===== config.mk =====
export PLATFORM = sky130hd
export DESIGN_NAME = sync_fifo_mem
export DESIGN_NICKNAME = d
export VERILOG_FILES = /design/src/rtl/sync_fifo_pkg.sv /design/src/rtl/sync_fifo_mem_sdp_ram_core.sv /design/src/rtl/sync_fifo_mem.sv
export SDC_FILE = /design/constraint.sdc
export NUM_CORES = 1
export LEC_CHECK = 0
export BUFFER_PORTS_ARGS = -buffer_cell sky130_fd_sc_hd__buf_2
export CAP_MARGIN = 20
export CORE_MARGIN = 4
export CORE_UTILIZATION = 35
export CTS_CLUSTER_SIZE = 12
export DETAILED_ROUTE_END_ITERATION = 8
export GPL_ROUTABILITY_DRIVEN = 0
export PLACE_DENSITY = 0.5
export SLEW_MARGIN = 5
export SYNTH_ARGS = -nofsm -noshare
export SYNTH_HDL_FRONTEND = slang
export SYNTH_SLANG_ARGS = --single-unit

===== constraint.sdc =====
create_clock -name clk -period 6.3 [get_ports clk]
set_input_delay 0.315 -clock clk [delete_from_list [all_inputs] [get_ports clk]]
set_output_delay 0.315 -clock clk [all_outputs]
set_load 0.05 [all_outputs]

===== src/rtl/sync_fifo_pkg.sv =====
// Shared constants for the synchronous FIFO: default geometry and the
// helpers that size its pointers and occupancy counter.
package sync_fifo_pkg;

    localparam int DEFAULT_WIDTH = 8;
    localparam int DEFAULT_DEPTH = 16;

    // Pointer width: addresses exactly DEPTH entries (DEPTH is a power of two).
    function automatic int ptr_width(input int depth);
        return $clog2(depth);
    endfunction

    // Counter width: one extra bit so that count == DEPTH is representable.
    function automatic int cnt_width(input int depth);
        return $clog2(depth) + 1;
    endfunction

endpackage


===== src/rtl/sync_fifo_mem_sdp_ram_core.sv =====
// sdp_ram_core: single-clock simple dual-port storage with one write port
// and one registered read port. The read register holds its value when no
// read is requested, so downstream sees the last word read.
module sdp_ram_core #(
    parameter int WIDTH = 8,
    parameter int DEPTH = 16,
    parameter int AW    = $clog2(DEPTH)
) (
    input  logic             clk,
    input  logic             rst_n,
    input  logic             i_wr_en,
    input  logic [AW-1:0]    i_wr_addr,
    input  logic [WIDTH-1:0] i_wr_data,
    input  logic             i_rd_en,
    input  logic [AW-1:0]    i_rd_addr,
    output logic [WIDTH-1:0] o_rd_data
);

    logic [WIDTH-1:0] r_mem [DEPTH];
    logic [WIDTH-1:0] r_rd_data;

    // Storage write port.
    // NOTE: the array has no reset on purpose; clearing it would turn a RAM
    // into a flop bank, and the pointers already make stale words unreachable.
    always_ff @(posedge clk) begin
        if (i_wr_en) begin
            r_mem[i_wr_addr] <= i_wr_data;
        end
    end

    // Registered read port; a same-address write in this cycle is not seen.
    always_ff @(posedge clk) begin
        if (!rst_n) begin
            r_rd_data <= '0;
        end else if (i_rd_en) begin
            r_rd_data <= r_mem[i_rd_addr];
        end
    end

    assign o_rd_data = r_rd_data;

endmodule


===== src/rtl/sync_fifo_mem.sv =====
// sync_fifo_mem: single-clock FIFO. Pointers, occupancy, status flags and
// error flags live here; the words themselves live in sdp_ram_core.
// Optional feature: define SYNC_FIFO_ERR_EN to enable the sticky
// err_ovf/err_udf flags (otherwise they are tied low and clr_err is unused).
module sync_fifo_mem
    import sync_fifo_pkg::*;
#(
    parameter int WIDTH    = DEFAULT_WIDTH,
    parameter int DEPTH    = DEFAULT_DEPTH,
    parameter int AF_LEVEL = DEPTH - 2,
    parameter int AE_LEVEL = 2
) (
    input  logic                        clk,
    input  logic                        rst_n,
    input  logic                        wr_en,
    input  logic [WIDTH-1:0]            wr_data,
    input  logic                        rd_en,
    output logic [WIDTH-1:0]            rd_data,
    output logic                        rd_valid,
    output logic                        full,
    output logic                        empty,
    output logic                        almost_full,
    output logic                        almost_empty,
    output logic [cnt_width(DEPTH)-1:0] count,
    input  logic                        clr_err,
    output logic                        err_ovf,
    output logic                        err_udf
);

    localparam int PW = ptr_width(DEPTH);
    localparam int CW = cnt_width(DEPTH);
    localparam logic [CW-1:0] DEPTH_C = CW'(DEPTH);
    localparam logic [CW-1:0] AF_C    = CW'(AF_LEVEL);
    localparam logic [CW-1:0] AE_C    = CW'(AE_LEVEL);

    logic [PW-1:0] r_wr_ptr;
    logic [PW-1:0] r_rd_ptr;
    logic [CW-1:0] r_count;
    logic          r_full;
    logic          r_empty;
    logic          r_almost_full;
    logic          r_almost_empty;
    logic          r_rd_valid;

    logic          w_rd_accept;
    logic          w_wr_accept;
    logic [CW-1:0] w_count_nxt;

    // Requests are ignored while reset is asserted. A write into a full FIFO
    // is allowed only when a read frees a slot in the same cycle.
    assign w_rd_accept = rst_n && rd_en && !r_empty;
    assign w_wr_accept = rst_n && wr_en && (!r_full || w_rd_accept);

    // Next occupancy from the two accepts.
    // NOTE: every always_comb output gets a default first so no path can
    // leave it unassigned and infer a latch.
    always_comb begin
        w_count_nxt = r_count;
        case ({w_wr_accept, w_rd_accept})
            2'b10:   w_count_nxt = r_count + CW'(1);
            2'b01:   w_count_nxt = r_count - CW'(1);
            default: w_count_nxt = r_count;
        endcase
    end

    // Pointer, occupancy and flag registers; flags derive from the same
    // next-count value so they always agree with count.
    // NOTE: sequential state uses non-blocking assignments so every register
    // samples pre-edge values regardless of statement order.
    always_ff @(posedge clk) begin
        if (!rst_n) begin
            r_wr_ptr       <= '0;
            r_rd_ptr       <= '0;
            r_count        <= '0;
            r_full         <= 1'b0;
            r_empty        <= 1'b1;
            r_almost_full  <= (AF_LEVEL == 0);
            r_almost_empty <= 1'b1;
            r_rd_valid     <= 1'b0;
        end else begin
            if (w_wr_accept) begin
                r_wr_ptr <= r_wr_ptr + PW'(1);
            end
            if (w_rd_accept) begin
                r_rd_ptr <= r_rd_ptr + PW'(1);
            end
            r_count        <= w_count_nxt;
            r_full         <= (w_count_nxt == DEPTH_C);
            r_empty        <= (w_count_nxt == '0);
            r_almost_full  <= (w_count_nxt >= AF_C);
            r_almost_empty <= (w_count_nxt <= AE_C);
            r_rd_valid     <= w_rd_accept;
        end
    end

    sdp_ram_core #(
        .WIDTH (WIDTH),
        .DEPTH (DEPTH),
        .AW    (PW)
    ) u_ram (
        .clk       (clk),
        .rst_n     (rst_n),
        .i_wr_en   (w_wr_accept),
        .i_wr_addr (r_wr_ptr),
        .i_wr_data (wr_data),
        .i_rd_en   (w_rd_accept),
        .i_rd_addr (r_rd_ptr),
        .o_rd_data (rd_data)
    );

`ifdef SYNC_FIFO_ERR_EN
    logic w_ovf_evt;
    logic w_udf_evt;
    logic r_err_ovf;
    logic r_err_udf;

    assign w_ovf_evt = rst_n && wr_en && !w_wr_accept;
    assign w_udf_evt = rst_n && rd_en && r_empty;

    // Sticky error flags; a new event outranks a clear in the same cycle.
    always_ff @(posedge clk) begin
        if (!rst_n) begin
            r_err_ovf <= 1'b0;
            r_err_udf <= 1'b0;
        end else begin
            if (w_ovf_evt) begin
                r_err_ovf <= 1'b1;
            end else if (clr_err) begin
                r_err_ovf <= 1'b0;
            end
            if (w_udf_evt) begin
                r_err_udf <= 1'b1;
            end else if (clr_err) begin
                r_err_udf <= 1'b0;
            end
        end
    end

    assign err_ovf = r_err_ovf;
    assign err_udf = r_err_udf;
`else
    logic w_unused_clr;

    assign w_unused_clr = clr_err;
    assign err_ovf      = 1'b0;
    assign err_udf      = 1'b0;
`endif

    assign rd_valid     = r_rd_valid;
    assign full         = r_full;
    assign empty        = r_empty;
    assign almost_full  = r_almost_full;
    assign almost_empty = r_almost_empty;
    assign count        = r_count;

endmodule


==> metrics.cfg, run 1 <==
[flow_run]
cap_violations=0

[global_route]
antenna_found_initial=0
grt_pass1_vias=3370
grt_max_degree=47
grt_overflow=0
grt_pass1_wl_um=19950
track_usage_pct=13.34

[clock_network]
ctsLongestPathBuffers=2
cts_tree=built
clkTransAtPathRegs_ns=0.06
cts_setup_buffers=0
root_buffer=clkbuf_16
cts_buffers=17
hold_buffers=0
htree_num_levels=4
post_cts_resized=0
clk_latency_ns=0.42
cts_sinks=154

[worst_setup_path]
crit_chain=nand3b_1, clkinv_1, ha_1, xor2_1, ha_1, a21oi_2, xnor2_2, or3b_1, or4b_1, a32oi_1
worst_path_largest_cell_delay_ns=0.48
path_buf_inv=1
crit_arrival_ns=3.95
crit_path_end_kind=register
crit_type=reg -> reg
crit_slowest_cell=nand3b_1
crit_path_max_fanout=12
reg2reg_depth=10
reg2reg_slack_ns=2.69
crit_cells=10
critPathLaunchType=register
critPathMostFrequentCell=ha_1
worstPathRequired_ns=6.64
critPathTopFamily=simple AND/OR/NAND/NOR gates

[drt]
ant_nets=0
drc=0
drt_iter0_markers=204
wirelength_um=12780
firstDrtPassIters=4
routedWlPerCell_um=19.13
vias=3366
via_per_inst=5.039

[cells_and_area]
area_growth_pct=14.46
final_layout_size_suffix_gt1_share_pct=24.15
final_cell_mix=128 x edfxtp_1, 29 x buf_2, 25 x dfxtp_1
final_area_um2=7341
layout.nets=447
final_common_cell=edfxtp_1
num_antenna_cells=0
fin_util_pct=40.87
instances_no_fill=668

[yosys]
synthCells=399
synth_area_leader_cell=edfxtp_1
synth-async-reset-ratio_pct=0
synth_top_area_share_pct=59.93
synth-edff-count=128
yosysWarnings=0
synthesis.area_um2=6414
yosysSeqAreaShare_pct=68.05
synth_flop_cell=edfxtp_1
ys_seq_elements=154
yosysUniqueCellTypes=51
avgSynthCellArea_um2=16.07
netlist_top_cells_area=edfxtp_1 60%, dfxtp_1 8.1%, mux4_2 7.7%

[power_and_ir_drop]
power.density_nw_per_um2=319.9
seqPwrFrac_pct=48.1
ir_worst_vdd_mv=0.2033
clockPowerShare_pct=44.1
leakagePower_nw=2.399
p_int_mw=1.816
p_sw_share_pct=22.66
power.switching_uw=532.2
comb_power_share_pct=7.8

[die]
coreArea_um2=17960
io_pins=33
die_x_um=143.4
fp.dieH_um=143.4
start_util_pct=35.70
num_rows=49
die_area_um2=20560

[status]
status=completed

[sta]
maxSlewHeadroom_pct=25.56
rsz0062_at_grt=false
finalCritPeriodShare_pct=57.31
fin_ws_ns=2.689
finalSetupViolCount=0
fin_skew_ns=0.006087
drv_slew=0
maxClockFrequency_mhz=277.0
fin_setup_tns_ns=0
tightest_slew_ns=1.113
finalHoldViolations=0
fin_crit_ns=3.611

[hold_path]
hp-class=in -> reg
holdPathStages=1

[place]
placed_area_um2=6740
io_buffers=29
dp_hpwl_um=7819
post-place-cells=636
pre_cts_ws_ns=2.308

[logic make-up after synthesis]
kind of cell,after synthesis,synth area share [%]
flops,154,68.05
simple gates,78,6.223
compound gates,62,6.535
mux,55,13.11
buf+inv,30,2.614
xor+xnor,11,1.853
fa+ha+maj,8,1.561
other cells,1,0.05847
[synthesized netlist by cell type (2+ instances only)]
master and instances:
and2_1 8, nor3b_1 2, buf_2 5, a21oi_2 2
nor3_1 6, nand2_1 18, clkbuf_1 8, mux2i_1 21
o21a_1 2, a21boi_0 4, dfxtp_1 26, a31oi_1 7
buf_4 5, edfxtp_1 128, nand3_1 4, nand3b_1 2
ha_1 8, o31ai_1 7, xnor2_1 8, buf_6 4
mux2_2 12, a21oi_1 9, nor2b_1 3, mux4_2 22
nand2b_1 6, nand4_1 2, nor2_1 21, o21ai_0 9
buf_1 2, o21bai_1 7, o22ai_1 7, inv_1 5
[state kept, by name, indices dropped and copies added (netlist names)]
name / cells
u_ram.r_mem: 128
u_ram.o_rd_data: 8
count: 5
r_rd_ptr: 4
r_wr_ptr: 4
almost_empty: 1
almost_full: 1
empty: 1
full: 1
rd_valid: 1
[path summary, 6_finish.rpt]
check / start / endpoint
min reg2reg: u_ram.o_rd_data[5]$_SDFFE_PN0P_ / u_ram.o_rd_data[5]$_SDFFE_PN0P_
max reg2reg: empty$_SDFF_PN1_ / almost_empty$_SDFF_PN1_
max: empty$_SDFF_PN1_ / almost_empty$_SDFF_PN1_
min: wr_data[6] / u_ram.r_mem[6][6]$_DFFE_PP_
[per-layer routing]
metal | vias up | wire length, um | GRT usage [%]
met5 | - | 0 | 0
met4 | 0 | 194 | 5.104
met3 | 14 | 887 | 3.561
met2 | 81 | 6094 | 20.80
met1 | 1676 | 5603 | 17.97
li1 | 1595 | - | -
[layout make-up]
| type | instances | area (um2) |
|---|---|---|
| tap | 229 | 286.5 |
| inverter | 6 | 22.52 |
| clock buffer | 20 | 436.7 |
| multi-input combinational | 216 | 1906 |
| clock inverter | 12 | 163.9 |
| sequential | 154 | 4365 |
| fill | 1625 | 10620 |
| timing repair buffer | 31 | 160.2 |
[power groups by stage]
stage	registers, mW	clock network (mW)	logic, mW
final	1.13	1.04	0.183
after detailed placement	1.15	0	0.186
after floorplan	1.18	0	0.116
after global placement	1.15	0	0.185
after global routing	1.13	1.10	0.200
after CTS	1.13	1.06	0.187
[per-stage QoR]
| step | hold WS, ns | power [mW] |
|---|---|---|
| after global routing | 0.2758 | 2.435 |
| after detailed placement | 0.4506 | 1.338 |
| after global placement | 0.4472 | 1.336 |
| final | 0.2730 | 2.348 |
| after CTS | 0.2631 | 2.372 |
| after floorplan | 0.4139 | 1.292 |
Power figures use the tool's default switching activity.
==> run 2: changes to the inputs <==
--- a/config.mk
+++ b/config.mk
@@ -12,7 +12,7 @@
 export CTS_CLUSTER_SIZE = 12
 export DETAILED_ROUTE_END_ITERATION = 8
 export GPL_ROUTABILITY_DRIVEN = 0
-export PLACE_DENSITY = 0.5
+export PLACE_DENSITY = 0.52
 export SLEW_MARGIN = 5
 export SYNTH_ARGS = -nofsm -noshare
 export SYNTH_HDL_FRONTEND = slang
==> constraint.sdc (replaced) <==
create_clock -name clk -period 3.3 [get_ports clk]
set_input_delay 0.165 -clock clk [delete_from_list [all_inputs] [get_ports clk]]
set_output_delay 0.165 -clock clk [all_outputs]
set_load 0.05 [all_outputs]
==> metrics.cfg, run 2 (synthesized netlist as in run 1, its figures left out) <==
[status]
status=completed

[die]
fp.dieH_um=143.4  ; unchanged
die_area_um2=20560  ; unchanged
num_rows=49  ; unchanged
start_util_pct=35.70  ; unchanged
coreArea_um2=17960  ; unchanged
io_pins=33  ; unchanged
die_x_um=143.4  ; unchanged

[global_route]
grt_max_degree=24  ; -49%
grt_pass1_vias=3592  ; +6.6%
grt_overflow=0  ; unchanged
antenna_found_initial=0  ; unchanged
track_usage_pct=13.25  ; -0.095 points
grt_pass1_wl_um=20100  ; +0.76%

[worst_setup_path]
critPathMostFrequentCell=ha_1
reg2reg_slack_ns=0.45  ; -2.24 ns
reg2reg_depth=10  ; unchanged
crit_arrival_ns=3.18  ; -0.77 ns
crit_path_end_kind=register
path_buf_inv=1  ; unchanged
worstPathRequired_ns=3.63  ; -3.01 ns
r2r-start=empty$_SDFF_PN1_
crit_type=reg -> reg
crit_chain=nand3b_1, clkinv_1, ha_1, xor2_1, ha_1, a21oi_2, xnor2_2, or3b_1, or4b_1, a32oi_1
worst_path_largest_cell_delay_ns=0.48  ; about the same
critPathTopFamily=simple AND/OR/NAND/NOR gates
crit_slowest_cell=or4b_1
crit_path_max_fanout=9  ; -3
r2r_end=almost_empty$_SDFF_PN1_
critPathLaunchType=register

[cells_and_area]
final_cell_mix=128 x edfxtp_1, 29 x buf_2, 25 x dfxtp_1
regArea_um2=4365  ; unchanged
largest_reg_flops=128  ; unchanged
final_area_um2=7432  ; +1.2%
layout.nets=467  ; +4.5%
final_layout_size_suffix_gt1_share_pct=25.93  ; +1.8 points
num_antenna_cells=0  ; unchanged
area_growth_pct=15.88
final_common_cell=edfxtp_1
instances_no_fill=688  ; +3.0%
top_register=u_ram.r_mem
num-fill-cells=1647  ; +1.4%
fin_util_pct=41.37  ; +0.51 points
multi_input_comb_area_um2=1886  ; -1.1%

[hold_path]
hp-start=rst_n
min_to=r_wr_ptr[1]$_SDFFE_PN0P_
holdPathStages=2  ; +1
hp-class=in -> reg

[power_and_ir_drop]
comb_power_share_pct=8.1  ; +0.3 points
power.density_nw_per_um2=589.3  ; +84%
seqPwrFrac_pct=49.4  ; +1.3 points
clockPowerShare_pct=42.5  ; -1.6 points
p_int_mw=3.396  ; +87%
p_sw_share_pct=22.48  ; -0.19 points
power.total_mw=4.380  ; +87%
leakagePower_nw=2.471  ; +3.0%
power.switching_uw=984.5  ; +85%
ir_worst_vdd_mv=0.3545  ; +74%

[clock_network]
hold_buffers=0  ; unchanged
cts_sinks=154  ; unchanged
clk_latency_ns=0.41  ; about the same
ctsLongestPathBuffers=2  ; unchanged
cts_tree=built
cts_buffers=17  ; unchanged
root_buffer=clkbuf_16
clkTransAtPathRegs_ns=0.06  ; about the same
post_cts_resized=0  ; unchanged
htree_num_levels=4  ; unchanged
cts_setup_buffers=0  ; unchanged

[place]
dp_hpwl_um=8259  ; +5.6%
placed_area_um2=6870  ; +1.9%
io_buffers=29  ; unchanged
post-place-cells=656  ; +3.1%
pre_cts_ws_ns=0.4183  ; -1.890 ns

[sta]
maxSlewHeadroom_pct=44.16  ; +19 points
rsz0062_at_grt=false
fin_skew_ns=0.005552  ; -0.0005356 ns
finalHoldViolations=0  ; unchanged
fin_crit_ns=2.854  ; -0.7568 ns
fin_ws_ns=0.4462  ; -2.243 ns
finalSetupViolCount=0  ; unchanged
maxClockFrequency_mhz=350.4  ; +27%
fin_setup_tns_ns=0  ; unchanged
tightest_slew_ns=0.8346  ; -0.2780 ns
finalCritPeriodShare_pct=86.48  ; +29 points
drv_slew=0  ; unchanged
fin_hold_ws_ns=0.1021  ; -0.1709 ns

[drt]
drc=0  ; unchanged
wirelength_um=12720  ; -0.45%
vias=3396  ; +0.89%
firstDrtPassIters=4  ; unchanged
ant_nets=0  ; unchanged
drt_iter0_markers=203  ; -0.49%
via_per_inst=4.936  ; -2.0%
routedWlPerCell_um=18.49  ; -3.3%

[flow_run]
cap_violations=0  ; unchanged

[run 2: cell types whose count changed in the layout (fill, tap and decap cells not counted), sizes merged]
cell | previous run | this run
clkinvlp | 4 | 3
buf | 31 | 51
clkbuf | 20 | 23
bufinv | 3 | 2
inv | 9 | 8
[run 2: layout make-up]
cell class                      instances  share of cell area [%]
Clock buffer                           23                   6.027
Timing Repair Buffer                   51                   4.175
Inverter                                6                  0.3030
Tap cell                              229                   3.855
Sequential cell                       154                   58.74
Clock inverter                          9                   1.532
Multi-Input combinational cell        216                   25.37
[run 2: how the worst max path moves through the flow]
stage	startpoint	end	slack, ns	cells past startpoint
global route	empty$_SDFF_PN1_	full$_SDFF_PN0_	0.15	10
finish	empty$_SDFF_PN1_	almost_empty$_SDFF_PN1_	0.45	10
detailed placement	rst_n	full$_SDFF_PN0_	0.42	11
global placement	rst_n	almost_empty$_SDFF_PN1_	0.49	11
CTS	empty$_SDFF_PN1_	full$_SDFF_PN0_	0.41	10
floorplan	empty$_SDFF_PN1_	almost_empty$_SDFF_PN1_	0.12	12
[run 2: worst reg2reg max path: stages (launching register included)]
cell	delay (ns)
dfxtp_1	0.33
nand3b_1	0.13
clkinv_1	0.22
ha_1	0.30
xor2_1	0.16
ha_1	0.25
a21oi_2	0.18
xnor2_2	0.15
or3b_1	0.39
or4b_1	0.48
a32oi_1	0.20
[run 2: routing by layer]
metal,up-vias,track usage [%],routed length (um)
li1,1638,-,-
met1,1699,18.21,5792
met2,49,20.65,6160
met3,10,3.328,625
met4,0,4.559,144
met5,-,0,0
[run 2: power groups by stage]
stage / sequential (mW) / combinational, mW / clock, mW
final: 2.16 / 0.354 / 1.86
after global routing: 2.17 / 0.388 / 2.00
after CTS: 2.17 / 0.362 / 1.90
after detailed placement: 2.21 / 0.361 / 0
after global placement: 2.21 / 0.356 / 0
after floorplan: 2.25 / 0.222 / 0
==> run 3: changes to the inputs <==
--- a/config.mk
+++ b/config.mk
@@ -7,12 +7,14 @@
 export LEC_CHECK = 0
 export BUFFER_PORTS_ARGS = -buffer_cell sky130_fd_sc_hd__buf_2
 export CAP_MARGIN = 20
+export CELL_PAD_IN_SITES_DETAIL_PLACEMENT = 1
+export CELL_PAD_IN_SITES_GLOBAL_PLACEMENT = 1
 export CORE_MARGIN = 4
 export CORE_UTILIZATION = 35
 export CTS_CLUSTER_SIZE = 12
 export DETAILED_ROUTE_END_ITERATION = 8
 export GPL_ROUTABILITY_DRIVEN = 0
-export PLACE_DENSITY = 0.52
+export PLACE_DENSITY = 0.59
 export SLEW_MARGIN = 5
 export SYNTH_ARGS = -nofsm -noshare
 export SYNTH_HDL_FRONTEND = slang
==> metrics.cfg, run 3 (synthesized netlist as in run 1, its figures left out) <==
[sta]
finalCritPeriodShare_pct=91.19  ; +4.7 points
fin_setup_tns_ns=0  ; unchanged
finalHoldViolations=0  ; unchanged
fin_skew_ns=0.006610  ; +0.001058 ns
fin_ws_ns=0.2907  ; -0.1555 ns
finalSetupViolCount=0  ; unchanged
tightest_slew_ns=0.9251  ; +0.09056 ns
drv_slew=0  ; unchanged
rsz0062_at_grt=false
fin_crit_ns=3.009  ; +0.1555 ns
maxSlewHeadroom_pct=38.10  ; -6.1 points
maxClockFrequency_mhz=332.3  ; -5.2%

[global_route]
grt_overflow=0  ; unchanged
antenna_found_initial=0  ; unchanged
grt_util_met3_pct=3.760  ; +0.43 points
grt_pass1_wl_um=21650  ; +7.7%
grt_max_degree=41  ; +71%
use_met1_pct=19.10  ; +0.89 points
track_usage_pct=14.34  ; +1.1 points
grt_pass1_vias=3685  ; +2.6%
grt.busiest_layer=met2
grt.met2_usage_pct=23.23  ; +2.6 points

[clock_network]
cts_buffers=17  ; unchanged
cts_sinks=154  ; unchanged
cts_tree=built
cts_setup_buffers=0  ; unchanged
post_cts_resized=0  ; unchanged
htree_num_levels=4  ; unchanged
clkTransAtPathRegs_ns=0.06  ; about the same
ctsLongestPathBuffers=2  ; unchanged
hold_buffers=0  ; unchanged
clk_latency_ns=0.42  ; about the same
root_buffer=clkbuf_16

[cells_and_area]
top_register=u_ram.r_mem
layout.nets=465  ; -0.43%
regArea_um2=4365  ; unchanged
num-fill-cells=1807  ; +9.7%
final_common_cell=edfxtp_1
largest_reg_flops=128  ; unchanged
final_layout_size_suffix_gt1_share_pct=26.26  ; +0.33 points
multi_input_comb_area_um2=1886  ; unchanged
final_cell_mix=128 x edfxtp_1, 29 x buf_2, 25 x dfxtp_1
area_growth_pct=17.07
num_antenna_cells=0  ; unchanged
instances_no_fill=686  ; -0.29%

[drt]
routedWlPerCell_um=20.14  ; +8.9%
drc=0  ; unchanged
firstDrtPassIters=4  ; unchanged
via_per_inst=5.086  ; +3.0%
vias=3489  ; +2.7%
ant_nets=0  ; unchanged
drt_iter0_markers=199  ; -2.0%
wirelength_um=13820  ; +8.6%

[hold_path]
hp-class=in -> reg
hp-start=rst_n

[worst_setup_path]
reg2reg_slack_ns=0.29  ; -0.16 ns
crit_path_end_kind=register
crit_arrival_ns=3.36  ; +0.18 ns
critPathLaunchType=register
worstPathRequired_ns=3.65  ; +0.02 ns
endpoint=full$_SDFF_PN0_
crit_path_max_fanout=4  ; -5
reg2reg_depth=11  ; +1
r2r-start=empty$_SDFF_PN1_
crit_type=reg -> reg
setup.worst_path.start=empty$_SDFF_PN1_
r2r_end=full$_SDFF_PN0_

[power_and_ir_drop]
power.density_nw_per_um2=621.5  ; +5.5%
ir_worst_vdd_mv=0.4309  ; +22%
power.total_mw=4.667  ; +6.5%
leakagePower_nw=2.514  ; +1.7%

[place]
dp_hpwl_um=8703  ; +5.4%
post-place-cells=654  ; -0.30%
io_buffers=29  ; unchanged
pre_cts_ws_ns=0.3616  ; -0.05670 ns

[die]
start_util_pct=35.70  ; unchanged
die_area_um2=20560  ; unchanged
io_pins=33  ; unchanged
die_x_um=143.4  ; unchanged
coreArea_um2=17960  ; unchanged
num_rows=49  ; unchanged
fp.dieH_um=143.4  ; unchanged

[status]
status=completed

[flow_run]
cap_violations=0  ; unchanged

==> run 3: worst min-delay path by stage <==
stage	end	slack (ns)	cells past startpoint
2_1_floorplan	u_ram.r_mem[0][0]$_DFFE_PP_	0.26	0
4_1_cts	r_rd_ptr[0]$_SDFFE_PN0P_	0.07	2
6_report	r_rd_ptr[0]$_SDFFE_PN0P_	0.08	2
5_1_grt	r_wr_ptr[1]$_SDFFE_PN0P_	0.07	2
3_5_place_dp	u_ram.o_rd_data[3]$_SDFFE_PN0P_	0.47	2
3_3_place_gp	u_ram.o_rd_data[3]$_SDFFE_PN0P_	0.47	2
==> run 3: power breakdown <==
part	switching [mW]	internal (mW)	total [mW]
Combinational	0.218	0.141	0.360
Sequential	0.0291	2.13	2.16
Clock	0.785	1.36	2.14
==> run 3: metrics by stage <==
stage	hold slack [ns]	utilization (%)	instance area, um2
2_1_floorplan	0.2639	-	6417
3_3_place_gp	0.4652	38.16	6855
3_5_place_dp	0.4676	38.16	6855
4_1_cts	0.07048	41.80	7508
5_1_grt	0.07359	41.80	7508
6_report	0.08228	41.80	7508
==> run 3: final cells by class <==
cell class,instances,share of cell area (%)
Clock buffer,20,5.816
Clock inverter,12,2.883
Inverter,6,0.3000
Multi-Input combinational cell,216,25.11
Sequential cell,154,58.14
Tap cell,229,3.816
Timing Repair Buffer,49,3.933
==> run 3: per-layer routing <==
metal | vias up | share of wire [%]
met5 | - | 0
met4 | 0 | 1.1
met3 | 14 | 3.5
met2 | 52 | 49
met1 | 1799 | 46
li1 | 1624 | -
==> run 3: worst max-delay path: stages, from the launching register on <==
cell      delay (ns)
dfxtp_1         0.31
nand2b_1        0.17
a21oi_1         0.25
inv_1           0.11
ha_1            0.23
xor2_1          0.17
ha_1            0.25
o211ai_1        0.19
o22ai_1         0.11
a211oi_1        0.41
mux2i_1         0.50
a21boi_0        0.23
